File: config.mk
export PLATFORM = sky130hd
export DESIGN_NAME = sound_mixer
export DESIGN_NICKNAME = d
export VERILOG_FILES = /design/src/rtl/sound_pkg.sv /design/src/rtl/sound_dcblock.sv /design/src/rtl/sound_mixer.sv
export SDC_FILE = /design/constraint.sdc
export NUM_CORES = 1
export LEC_CHECK = 0
export BUFFER_PORTS_ARGS = -buffer_cell sky130_fd_sc_hd__buf_2
export CAP_MARGIN = 0
export CORE_MARGIN = 3
export CORE_UTILIZATION = 45
export DETAILED_ROUTE_END_ITERATION = 16
export PLACE_DENSITY = 0.63
export SLEW_MARGIN = 0
export SYNTH_ARGS = -nofsm -noshare
export SYNTH_HDL_FRONTEND = slang
export SYNTH_SLANG_ARGS = --single-unit
File: constraint.sdc
create_clock -name clk -period 27.1 [get_ports clk]
set_clock_uncertainty 0.2 [all_clocks]
set_input_delay 1.355 -clock clk [delete_from_list [all_inputs] [get_ports clk]]
set_output_delay 1.355 -clock clk [all_outputs]
set_load 0.03 [all_outputs]
File: src/rtl/sound_pkg.sv
// ---------------------------------------------------------------------------
// sound_pkg
//   Shared definitions for the audio mixing path: sample width and limits,
//   unity gain code, mixer FSM state encoding and the 16-bit saturation helper.
//   No ports.
// ---------------------------------------------------------------------------
package sound_pkg;

  localparam int SAMPLE_W = 16;
  localparam logic signed [SAMPLE_W-1:0] SAMPLE_MAX = 16'sh7FFF;
  localparam logic signed [SAMPLE_W-1:0] SAMPLE_MIN = 16'sh8000;

  // Gain code that represents 1.0x; the mixer's right shift is derived from it.
  localparam int GAIN_UNITY = 8;

  // Width of the intermediate value handed to sat16(). Every caller
  // sign-extends its wider-than-16-bit result into this width first.
  localparam int WIDE_W = 48;

  typedef enum logic [1:0] {
    IDLE = 2'd0,
    ACC  = 2'd1,
    SAT  = 2'd2
  } mix_state_e;

  // Clamp a wide signed value into the signed 16-bit sample range.
  function automatic logic signed [SAMPLE_W-1:0] sat16(input logic signed [WIDE_W-1:0] v);
    if (v > WIDE_W'(SAMPLE_MAX)) begin
      return SAMPLE_MAX;
    end else if (v < WIDE_W'(SAMPLE_MIN)) begin
      return SAMPLE_MIN;
    end else begin
      return v[SAMPLE_W-1:0];
    end
  endfunction

endpackage

File: src/rtl/sound_dcblock.sv
// ---------------------------------------------------------------------------
// sound_dcblock
//   One-pole DC blocker placed after the mixer's saturation stage:
//     y = sat16(x - x_prev + y_prev - (y_prev >>> 8))
//   The output is combinational from the current input and the stored
//   state; x_prev / y_prev advance on every valid input so the caller can
//   register the result in the same cycle it captures out_valid.
//   Only present when SOUND_MIXER_DCBLOCK_EN is defined; otherwise this file
//   compiles to nothing.
//
// Ports
//   clk         in   system clock
//   reset       in   synchronous, active-high; clears filter history
//   in_valid    in   one-cycle strobe, in_sample is a new input
//   in_sample   in   signed 16-bit input sample
//   out_valid   out  mirrors in_valid
//   out_sample  out  signed 16-bit filtered sample (valid with out_valid)
// ---------------------------------------------------------------------------
`ifdef SOUND_MIXER_DCBLOCK_EN
module sound_dcblock
  import sound_pkg::*;
(
  input  logic                       clk,
  input  logic                       reset,
  input  logic                       in_valid,
  input  logic signed [SAMPLE_W-1:0] in_sample,
  output logic                       out_valid,
  output logic signed [SAMPLE_W-1:0] out_sample
);

  logic signed [SAMPLE_W-1:0] x_prev_q;
  logic signed [SAMPLE_W-1:0] y_prev_q;
  logic signed [SAMPLE_W-1:0] y_prev_shr;
  logic signed [WIDE_W-1:0]   sum_w;

  // Leak term: the pole sits at 1 - 1/256.
  assign y_prev_shr = y_prev_q >>> 8;

  assign sum_w = WIDE_W'(in_sample) - WIDE_W'(x_prev_q)
               + WIDE_W'(y_prev_q)  - WIDE_W'(y_prev_shr);

  assign out_sample = sat16(sum_w);
  assign out_valid  = in_valid;

  always_ff @(posedge clk) begin
    if (reset) begin
      x_prev_q <= '0;
      y_prev_q <= '0;
    end else if (in_valid) begin
      x_prev_q <= in_sample;
      y_prev_q <= out_sample;
    end
  end

endmodule
`endif

File: src/rtl/sound_mixer.sv
// ---------------------------------------------------------------------------
// sound_mixer
//   Sums NUM_CH signed 16-bit channel samples weighted by unsigned per-channel
//   gains using a single multiply-accumulate shared across channels. A pass is
//   started by ce_sample: inputs are snapshotted, one channel is accumulated
//   per cycle, then the sum is scaled by >>> UNITY_SHIFT, saturated to 16 bit
//   and presented on mix_out with a one-cycle mix_valid pulse.
//   Latency from ce_sample to mix_valid is NUM_CH+2 cycles.
//
//   Optional feature, macro SOUND_MIXER_DCBLOCK_EN: a DC-blocking filter
//   (sound_dcblock) is inserted after saturation, adding one cycle of latency
//   (NUM_CH+3). Mute is then applied to the filter output while the filter
//   history keeps updating.
//
// Ports
//   clk        in   system clock
//   reset      in   synchronous, active-high reset (valid in any state)
//   ce_sample  in   one-cycle strobe starting a mix pass
//   ch_in      in   NUM_CH packed signed samples, ch k = [16k+15:16k]
//   ch_gain    in   NUM_CH packed unsigned gains, ch k = [GAIN_W*k +: GAIN_W]
//   mute       in   sampled in SAT; forces the next mix_out to 0
//   mix_out    out  signed mixed sample, held between updates
//   mix_valid  out  one-cycle pulse when mix_out updates
//   overrun    out  sticky: a strobe arrived while a pass was in progress
// ---------------------------------------------------------------------------
module sound_mixer
  import sound_pkg::*;
#(
  parameter int NUM_CH      = 4,
  parameter int GAIN_W      = 4,
  parameter int UNITY_SHIFT = $clog2(GAIN_UNITY)
) (
  input  logic                         clk,
  input  logic                         reset,
  input  logic                         ce_sample,
  input  logic [NUM_CH*SAMPLE_W-1:0]   ch_in,
  input  logic [NUM_CH*GAIN_W-1:0]     ch_gain,
  input  logic                         mute,
  output logic signed [SAMPLE_W-1:0]   mix_out,
  output logic                         mix_valid,
  output logic                         overrun
);

  // Accumulator is sized so the worst-case sum of NUM_CH full-scale products
  // cannot wrap.
  localparam int ACC_W  = SAMPLE_W + GAIN_W + $clog2(NUM_CH) + 1;
  localparam int PROD_W = SAMPLE_W + GAIN_W + 1;
  localparam int CNT_W  = (NUM_CH > 1) ? $clog2(NUM_CH) : 1;
  localparam logic [CNT_W-1:0] LAST_IDX = CNT_W'(NUM_CH - 1);

  // Static checks on the configuration.
  initial begin : g_param_check
    assert (NUM_CH >= 1 && NUM_CH <= 8) else $error("sound_mixer: NUM_CH out of range");
    assert (ACC_W <= WIDE_W) else $error("sound_mixer: accumulator wider than sat16 input");
  end

  mix_state_e                    state_q;
  logic signed [ACC_W-1:0]       acc_q;
  logic signed [ACC_W-1:0]       acc_d;
  logic [CNT_W-1:0]              ch_idx_q;
  logic [NUM_CH*SAMPLE_W-1:0]    samp_q;
  logic [NUM_CH*GAIN_W-1:0]      gain_q;
  logic signed [SAMPLE_W-1:0]    mix_out_q;
  logic                          mix_valid_q;
  logic                          overrun_q;

  logic [31:0]                   idx_w;
  logic signed [SAMPLE_W-1:0]    cur_s;
  logic [GAIN_W-1:0]             cur_g;
  logic signed [PROD_W-1:0]      prod;
  logic signed [ACC_W-1:0]       acc_shr;
  logic signed [SAMPLE_W-1:0]    sat_val;

  // ---- ACC stage: select the current channel and multiply-accumulate ----
  assign idx_w = 32'(ch_idx_q);
  assign cur_s = samp_q[idx_w*SAMPLE_W +: SAMPLE_W];
  assign cur_g = gain_q[idx_w*GAIN_W +: GAIN_W];

  // Gain is unsigned: a zero MSB is prepended before the signed multiply.
  assign prod  = PROD_W'(cur_s) * PROD_W'($signed({1'b0, cur_g}));
  assign acc_d = acc_q + ACC_W'(prod);

  // ---- SAT stage: unity scaling and clamp to 16 bit ----
  assign acc_shr = acc_q >>> UNITY_SHIFT;
  assign sat_val = sat16(WIDE_W'(acc_shr));

`ifdef SOUND_MIXER_DCBLOCK_EN
  logic signed [SAMPLE_W-1:0] sat_q;
  logic                       sat_vld_q;
  logic                       mute_q;
  logic                       dc_vld;
  logic signed [SAMPLE_W-1:0] dc_y;

  sound_dcblock u_dcblock (
    .clk        (clk),
    .reset      (reset),
    .in_valid   (sat_vld_q),
    .in_sample  (sat_q),
    .out_valid  (dc_vld),
    .out_sample (dc_y)
  );
`endif

  always_ff @(posedge clk) begin
    if (reset) begin
      state_q     <= IDLE;
      acc_q       <= '0;
      ch_idx_q    <= '0;
      mix_out_q   <= '0;
      mix_valid_q <= 1'b0;
      overrun_q   <= 1'b0;
`ifdef SOUND_MIXER_DCBLOCK_EN
      sat_q       <= '0;
      sat_vld_q   <= 1'b0;
      mute_q      <= 1'b0;
`endif
    end else begin
      mix_valid_q <= 1'b0;
`ifdef SOUND_MIXER_DCBLOCK_EN
      sat_vld_q   <= 1'b0;
`endif
      // A strobe outside IDLE is dropped; the running pass is not disturbed.
      if (ce_sample && (state_q != IDLE)) begin
        overrun_q <= 1'b1;
      end

      case (state_q)
        IDLE: begin
          if (ce_sample) begin
            samp_q   <= ch_in;
            gain_q   <= ch_gain;
            acc_q    <= '0;
            ch_idx_q <= '0;
            state_q  <= ACC;
          end
        end

        ACC: begin
          acc_q <= acc_d;
          if (ch_idx_q == LAST_IDX) begin
            state_q <= SAT;
          end else begin
            ch_idx_q <= ch_idx_q + CNT_W'(1);
          end
        end

        SAT: begin
`ifdef SOUND_MIXER_DCBLOCK_EN
          // Filter always sees the real sum; mute is held for the output.
          sat_q     <= sat_val;
          sat_vld_q <= 1'b1;
          mute_q    <= mute;
`else
          mix_out_q   <= mute ? '0 : sat_val;
          mix_valid_q <= 1'b1;
`endif
          state_q <= IDLE;
        end

        default: state_q <= IDLE;
      endcase

`ifdef SOUND_MIXER_DCBLOCK_EN
      // ---- Filter output stage ----
      if (dc_vld) begin
        mix_out_q   <= mute_q ? '0 : dc_y;
        mix_valid_q <= 1'b1;
      end
`endif
    end
  end

  assign mix_out   = mix_out_q;
  assign mix_valid = mix_valid_q;
  assign overrun   = overrun_q;

endmodule

==> flow_summary_export.csv, run 1 <==
group,metric,value,unit
logic_synthesis,async_flop_share,0,
pwr,p_seq_frac,0.268,
pwr,p_int,529.4,uW
floorplan,core,16760,um2
cts,root_buffer,"clkbuf_16",
drt,first_iter_violations,225,
logic_synthesis,postSynthAreaPerCell,11.33,um2
logic_synthesis,ys_seq_area_frac,0.4230,
worst_setup_path,crit_arrival,5.68,ns
sta,setup_viol,0,
pwr,power.share.clock,0.262,
sta,worstMarginPinSlew,1.001,ns
sta,finalCriticalPeriod,5.560,ns
sta,fin_setup_tns,0,ns
layout,final_common_cell,"inv_1",
layout,drive_gt1_frac,0.2130,
logic_synthesis,synth_cells,689,
sta,fin_hold_ws,0.2495,ns
drt,dr.pass1.iters,4,
pwr,switching_power,351.2,uW
global_route,grt_max_degree,81,
cts,cts_resized,0,
sta,rsz0062_at_grt,"no",
run_status,run_status,"completed",
worst_setup_path,cp_slowest_cell,"mux4_2",
global_route,grt_busiest_layer,"met2",
worst_setup_path,crit_fanout,23,
pwr,power_leakage,0.003916,uW
worst_setup_path,critPathKind,"reg -> reg",
sta,finalMaxSlewViolations,0,
logic_synthesis,ys.flop_type,"edfxtp_1",
logic_synthesis,synth_edf_count,80,
cts,clkSlewWorstSetupHoldPaths,0.06,ns
pwr,pwr_density_cell,96.55,nW/um2
cts,ctsLongestPathBuffers,2,
placed_design,post-dp-hpwl,12.26,mm
pwr,p_comb_frac,0.470,
worst_setup_path,crit_buf_inv,3,
worst_setup_path,path_cells,"buf_4, mux4_2, and2_1, fa_1, fa_1, inv_1, fa_1, inv_1, ha_1, nand2_2, nor4_4, o21ai_1, a21oi_2, o21bai_1, and3_1, o31ai_1",
cts,cts_tree,"built",
floorplan,dieArea,18970,um2
cts,cts_sinks,125,
worst_setup_path,critPathRequiredTime,27.22,ns
cts,cts_setup_buffers,0,
global_route,grt_use_met1,0.2585,
worst_setup_path,r2r_slack,21.54,ns
layout,antenna_cells,0,
worst_setup_path,worst_path_most_repeated_cell,"fa_1",
layout,area_growth,16.79,%
layout,fillCellCount,1479,
layout,most-common-layout-cells,"inv_1 (113), buf_2 (101), edfxtp_1 (80)",
floorplan,io_pins,102,
floorplan,die_y,137.7,um
global_route,grt_pass1_wl,26.34,mm
placed_design,routabilityCongestion,0.9352,
global_route,gr-total-overflow,0,
drt,drc,0,
global_route,use_met3,0.04091,
logic_synthesis,synth.distinct_cells,58,
layout,final_nets,978,
min_path,hp-class,"reg -> reg",
cts,hold_buffers,0,
logic_synthesis,synth-seq-cells,125,
drt,vias,5121,
global_route,grt_util_all_layers,0.1799,
cts,cts_buffers,17,
cts,h-tree-depth,4,
logic_synthesis,yosys_warnings,0,
floorplan,die_w,137.7,um
drt,viasPerCell,5.006,
pwr,vdd.ir_drop.worst,0.06009,mV
drt,wl,15.75,mm
sta,timing.final.crit_share,0.2052,
worst_setup_path,path_delay_family,"adder cells",
logic_synthesis,synth_nets,876,
placed_design,portBuffers,101,
run,maxCapViolCount,0,
pwr,switching_share,0.3988,
worst_setup_path,startpoint_type,"flip-flop",
sta,max_freq,179.9,MHz
floorplan,rows,47,
sta,hold_viol_final,0,
global_route,use_met2,0.2701,
floorplan,initial_core_util,0.4659,
sta,max_slew_margin,0.3324,
drt,wire_per_inst,15.39,um
global_route,grt_pass1_vias,5371,
worst_setup_path,end_kind,"flip-flop",
worst_setup_path,max_stage_delay,0.72,ns
logic_synthesis,synthesis.area,7809,um2
global_route,antenna_found_initial,0,
drt,antenna_left,0,
cts,clk_latency,0.43,ns
==> per-layer routing <==
layer | wire length [um] | part of all wire
met1 | 7737 | 0.49
met2 | 7021 | 0.45
met3 | 746 | 0.047
met4 | 244 | 0.015
met5 | 0 | 0
==> final timing paths <==
check               endpoint   startpoint  cells past startpoint
hold / removal    mix_out[2]   mix_out[2]                      2
setup / recovery   acc_q[19]  ch_idx_q[0]                     16
hold reg to reg   mix_out[2]   mix_out[2]                      2
setup reg to reg   acc_q[19]  ch_idx_q[0]                     16
==> synth_stat cells, drive strengths merged, types with 7 or more instances <==
cell type | number | area, um2
nand2 | 48 | 190.2
a22oi | 10 | 75.07
a211oi | 7 | 57.55
ha | 47 | 588.1
buf | 7 | 45.03
clkbuf | 15 | 56.30
o21ai | 41 | 209.0
edfxtp | 80 | 2402
nor2 | 28 | 105.1
xnor2 | 10 | 87.58
and2 | 60 | 375.4
dfxtp | 45 | 900.9
fa | 56 | 1121
xor2 | 7 | 61.31
a21oi | 41 | 212.7
nand3 | 7 | 35.03
mux4 | 20 | 450.4
inv | 113 | 424.2
==> tightest hold or removal path, cell delays in order (launching register included) <==
cell	delay (ns)
dfxtp_1	0.30
nand2_1	0.05
a21oi_1	0.05
==> power groups by stage <==
stage / Combinational, uW / Sequential (uW) / Clock, uW
2_1_floorplan: 333 / 234 / 0
3_3_place_gp: 405 / 240 / 0
3_5_place_dp: 410 / 240 / 0
4_1_cts: 415 / 236 / 236
5_1_grt: 477 / 239 / 243
6_report: 414 / 236 / 231
==> sequential cells by signal, summed over array words and instances, names as in the netlist <==
name	count
gain_q	16
acc_q	23
samp_q	64
ch_idx_q	2
mix_out	16
mix_valid	1
state_q	2
overrun	1
==> metrics by stage <==
stage / util / instance area (um2) / power, uW / cells / worst slack, ns
after global routing: 0.5442 / 9120 / 959.3 / 1023 / 21.19
after floorplan: - / 7809 / 567.0 / 689 / 16.44
after detailed placement: 0.5086 / 8524 / 650.2 / 992 / 21.54
after CTS: 0.5442 / 9120 / 886.7 / 1023 / 21.51
after global placement: 0.5086 / 8524 / 644.3 / 992 / 21.69
final: 0.5442 / 9120 / 880.6 / 1023 / 21.54
==> kinds of logic after synthesis <==
kind of cell / count (synthesis) / share of synthesized area
AOI/OAI and AO/OA: 124 / 0.1021
and+or+nand+nor: 163 / 0.1093
muxes: 22 / 0.06041
DFF: 125 / 0.4230
buffers and inverters: 135 / 0.06730
xor gates and xnor gates: 17 / 0.01907
adders and majority gates: 103 / 0.2189
==> cell type report <==
type                            instances  area (um2)  area share
Inverter                              113       424.2     0.04651
Clock buffer                           17       425.4     0.04665
Sequential cell                       125        3303      0.3622
Multi-Input combinational cell        429        3986      0.4371
Clock inverter                         14       170.2     0.01866
Tap cell                              220       275.3     0.03018
Timing Repair Buffer                  105       535.5     0.05872
No activity file was read; power rests on OpenSTA's default activity.
==> run 2, diff against run 1 <==
Settings changed: PLACE_DENSITY 0.63 to 0.65.
Clock period 27.1 ns to 4.9 ns, I/O delays scaled along.
==> run 2 against run 1 <==
Effect of this change: the flow now finishes with violations (setup timing); sequential share of layout area down 5.8 points; register-to-register slack worse by 22 ns; global-route usage is 2.7 points higher; die area did not move; routed wire length up 23%; critical path depth up 2; combinational power grew to 8.2 times the previous value; worst setup slack worse by 22 ns; clock-buffer cell count rose by 1; clock power rose to 5.3 times the previous value; cell count up 14%; first-iteration DRC count increased by 76%; critical endpoint is now acc_q[18]; largest cell class unchanged; highest routed layer unchanged.
==> flow_summary_export.csv, run 2 (synthesis results as in run 1) <==
group,metric,value,unit
pwr,power,5909,uW
sta,hold_viol_final,0,
global_route,grt_pass1_wl,30.15,mm
drt,met2_length,9.277,mm
floorplan,dieArea,18970,um2
sta,finalMaxSlewViolations,0,
sta,worstMarginPinSlew,1.042,ns
placed_design,placed_area,8790,um2
drt,viasPerCell,5.081,
drt,antenna_left,0,
placed_design,post-dp-hpwl,12.70,mm
drt,drc,0,
placed_design,dp_cells,1021,
run_status,failed_checks,"setup timing",
layout,multi_input_area,4404,um2
sta,max_freq,201.8,MHz
layout,largest_reg_flops,64,
layout,final_nets,1121,
floorplan,die_y,137.7,um
worst_setup_path,rr_worst_depth,18,
global_route,antenna_found_initial,0,
cts,root_buffer,"clkbuf_16",
layout,area_growth,39.37,%
cts,cts_buffers,17,
global_route,grt_pass1_vias,6080,
worst_setup_path,crit_fanout,8,
floorplan,die_w,137.7,um
worst_setup_path,critPathKind,"reg -> reg",
drt,m1WireLength,8.735,mm
layout,stdcell_count,1167,
placed_design,routabilityCongestion,0.8991,
worst_setup_path,crit_arrival,5.06,ns
drt,first_iter_violations,395,
layout,design_area,10880,um2
global_route,gr-total-overflow,0,
sta,max_slew_margin,0.3037,
run_status,run_status,"finished, violations left",
layout,fillCellCount,1267,
placed_design,dp_slack,-0.03972,ns
global_route,grt_max_degree,81,
min_path,hold_depth,2,
worst_setup_path,path_cells,"buf_12, buf_12, buf_12, mux4_2, and2_4, fa_1, inv_1, fa_1, fa_1, inv_2, ha_4, nor2b_4, o211ai_2, a31oi_4, a221oi_4, o21a_1, xor2_1, o21ai_1",
cts,clk_latency,0.43,ns
layout,largestRegisters,"samp_q (64), acc_q (23)",
drt,wl,19.36,mm
worst_setup_path,startpoint_type,"flip-flop",
worst_setup_path,max_stage_delay,0.53,ns
cts,cts_tree,"built",
cts,ctsLongestPathBuffers,2,
layout,regArea,3307,um2
sta,finalCriticalPeriod,4.955,ns
worst_setup_path,critPathRequiredTime,5.00,ns
layout,final_common_cell,"inv_1",
sta,rsz0062_at_grt,"yes",
worst_setup_path,cp_slowest_cell,"mux4_2",
pwr,vdd.ir_drop.worst,0.3304,mV
drt,dr_wl_met3,1.036,mm
pwr,pwr_density_cell,543.0,nW/um2
floorplan,initial_core_util,0.4659,
min_path,hp-class,"in -> reg",
drt,vias,5930,
floorplan,rows,47,
drt,top_layer_used,"met4",
pwr,power_leakage,0.004607,uW
cts,cts_sinks,125,
layout,regMostFlops,"samp_q",
sta,setup_viol,2,
drt,dr.pass1.iters,5,
drt,wire_per_inst,16.59,um
sta,timing.final.crit_share,1.011,
floorplan,io_pins,102,
cts,clkSlewWorstSetupHoldPaths,0.06,ns
layout,most-common-layout-cells,"inv_1 (109), buf_2 (101), dlygate4sd3_1 (82)",
sta,layout_setup_ws,-0.05548,ns
run,maxCapViolCount,0,
floorplan,core,16760,um2
placed_design,portBuffers,101,
layout,antenna_cells,0,
worst_setup_path,end_kind,"flip-flop",
global_route,grt_util_all_layers,0.2070,
cts,h-tree-depth,4,
layout,drive_gt1_frac,0.3010,
==> run 2: path summary, 6_finish.rpt <==
path,startpoint,endpoint,slack (ns)
setup reg to reg,ch_idx_q[0],acc_q[18],-0.06
hold reg to reg,mix_out[10],mix_out[10],0.24
hold / removal,reset,acc_q[3],0.16
setup / recovery,ch_idx_q[0],acc_q[18],-0.06
==> run 2: what timing repair did <==
item,in CTS,in global routing
hold buffers,82,0
gates cloned,0,2
endpoints found under the hold margin,84,0
setup buffers,12,18
resized for setup,17,68
pin swaps,11,41
endpoints found under the setup margin,5,13
==> run 2: stage by stage <==
stage               hold slack, ns  setup TNS, ns  utilization
floorplan                   0.1439              0            -
global placement            0.2214              0       0.5244
detailed placement          0.2231       -0.03972       0.5244
CTS                         0.1274              0       0.6184
global route                0.1778         -1.098       0.6493
finish                      0.1565       -0.07333       0.6493
==> run 2: per-layer routing <==
metal,GRT usage,vias to the layer above
met1,0.2873,2864
met5,0,-
met4,0.07080,0
met2,0.3265,192
li1,-,2848
met3,0.04164,26
==> run 2: layout make-up <==
cell class              instances  share of cell area
inverters                     113             0.03943
repair buffers                246              0.1750
clock buffers                  18             0.03943
well taps                     220             0.02529
flip-flops and latches        125              0.3039
clock inverters                14             0.01230
multi-input cells             431              0.4047
==> run 2: power breakdown <==
part	internal (uW)	switching [uW]
combinational	1600	1780
sequential	1210	97.3
clock	706	513
==> run 2: critical path, delay by kind of cell (launching register included) <==
family,cells,cell delay (ns)
XOR/XNOR,1,0.18
adder cells (fa/ha/maj),4,1.68
multiplexers,1,0.53
buffers and inverters,5,0.46
AND/OR/NAND/NOR,2,0.31
AO/OA/AOI/OAI,5,1.02
flip-flops,1,0.42
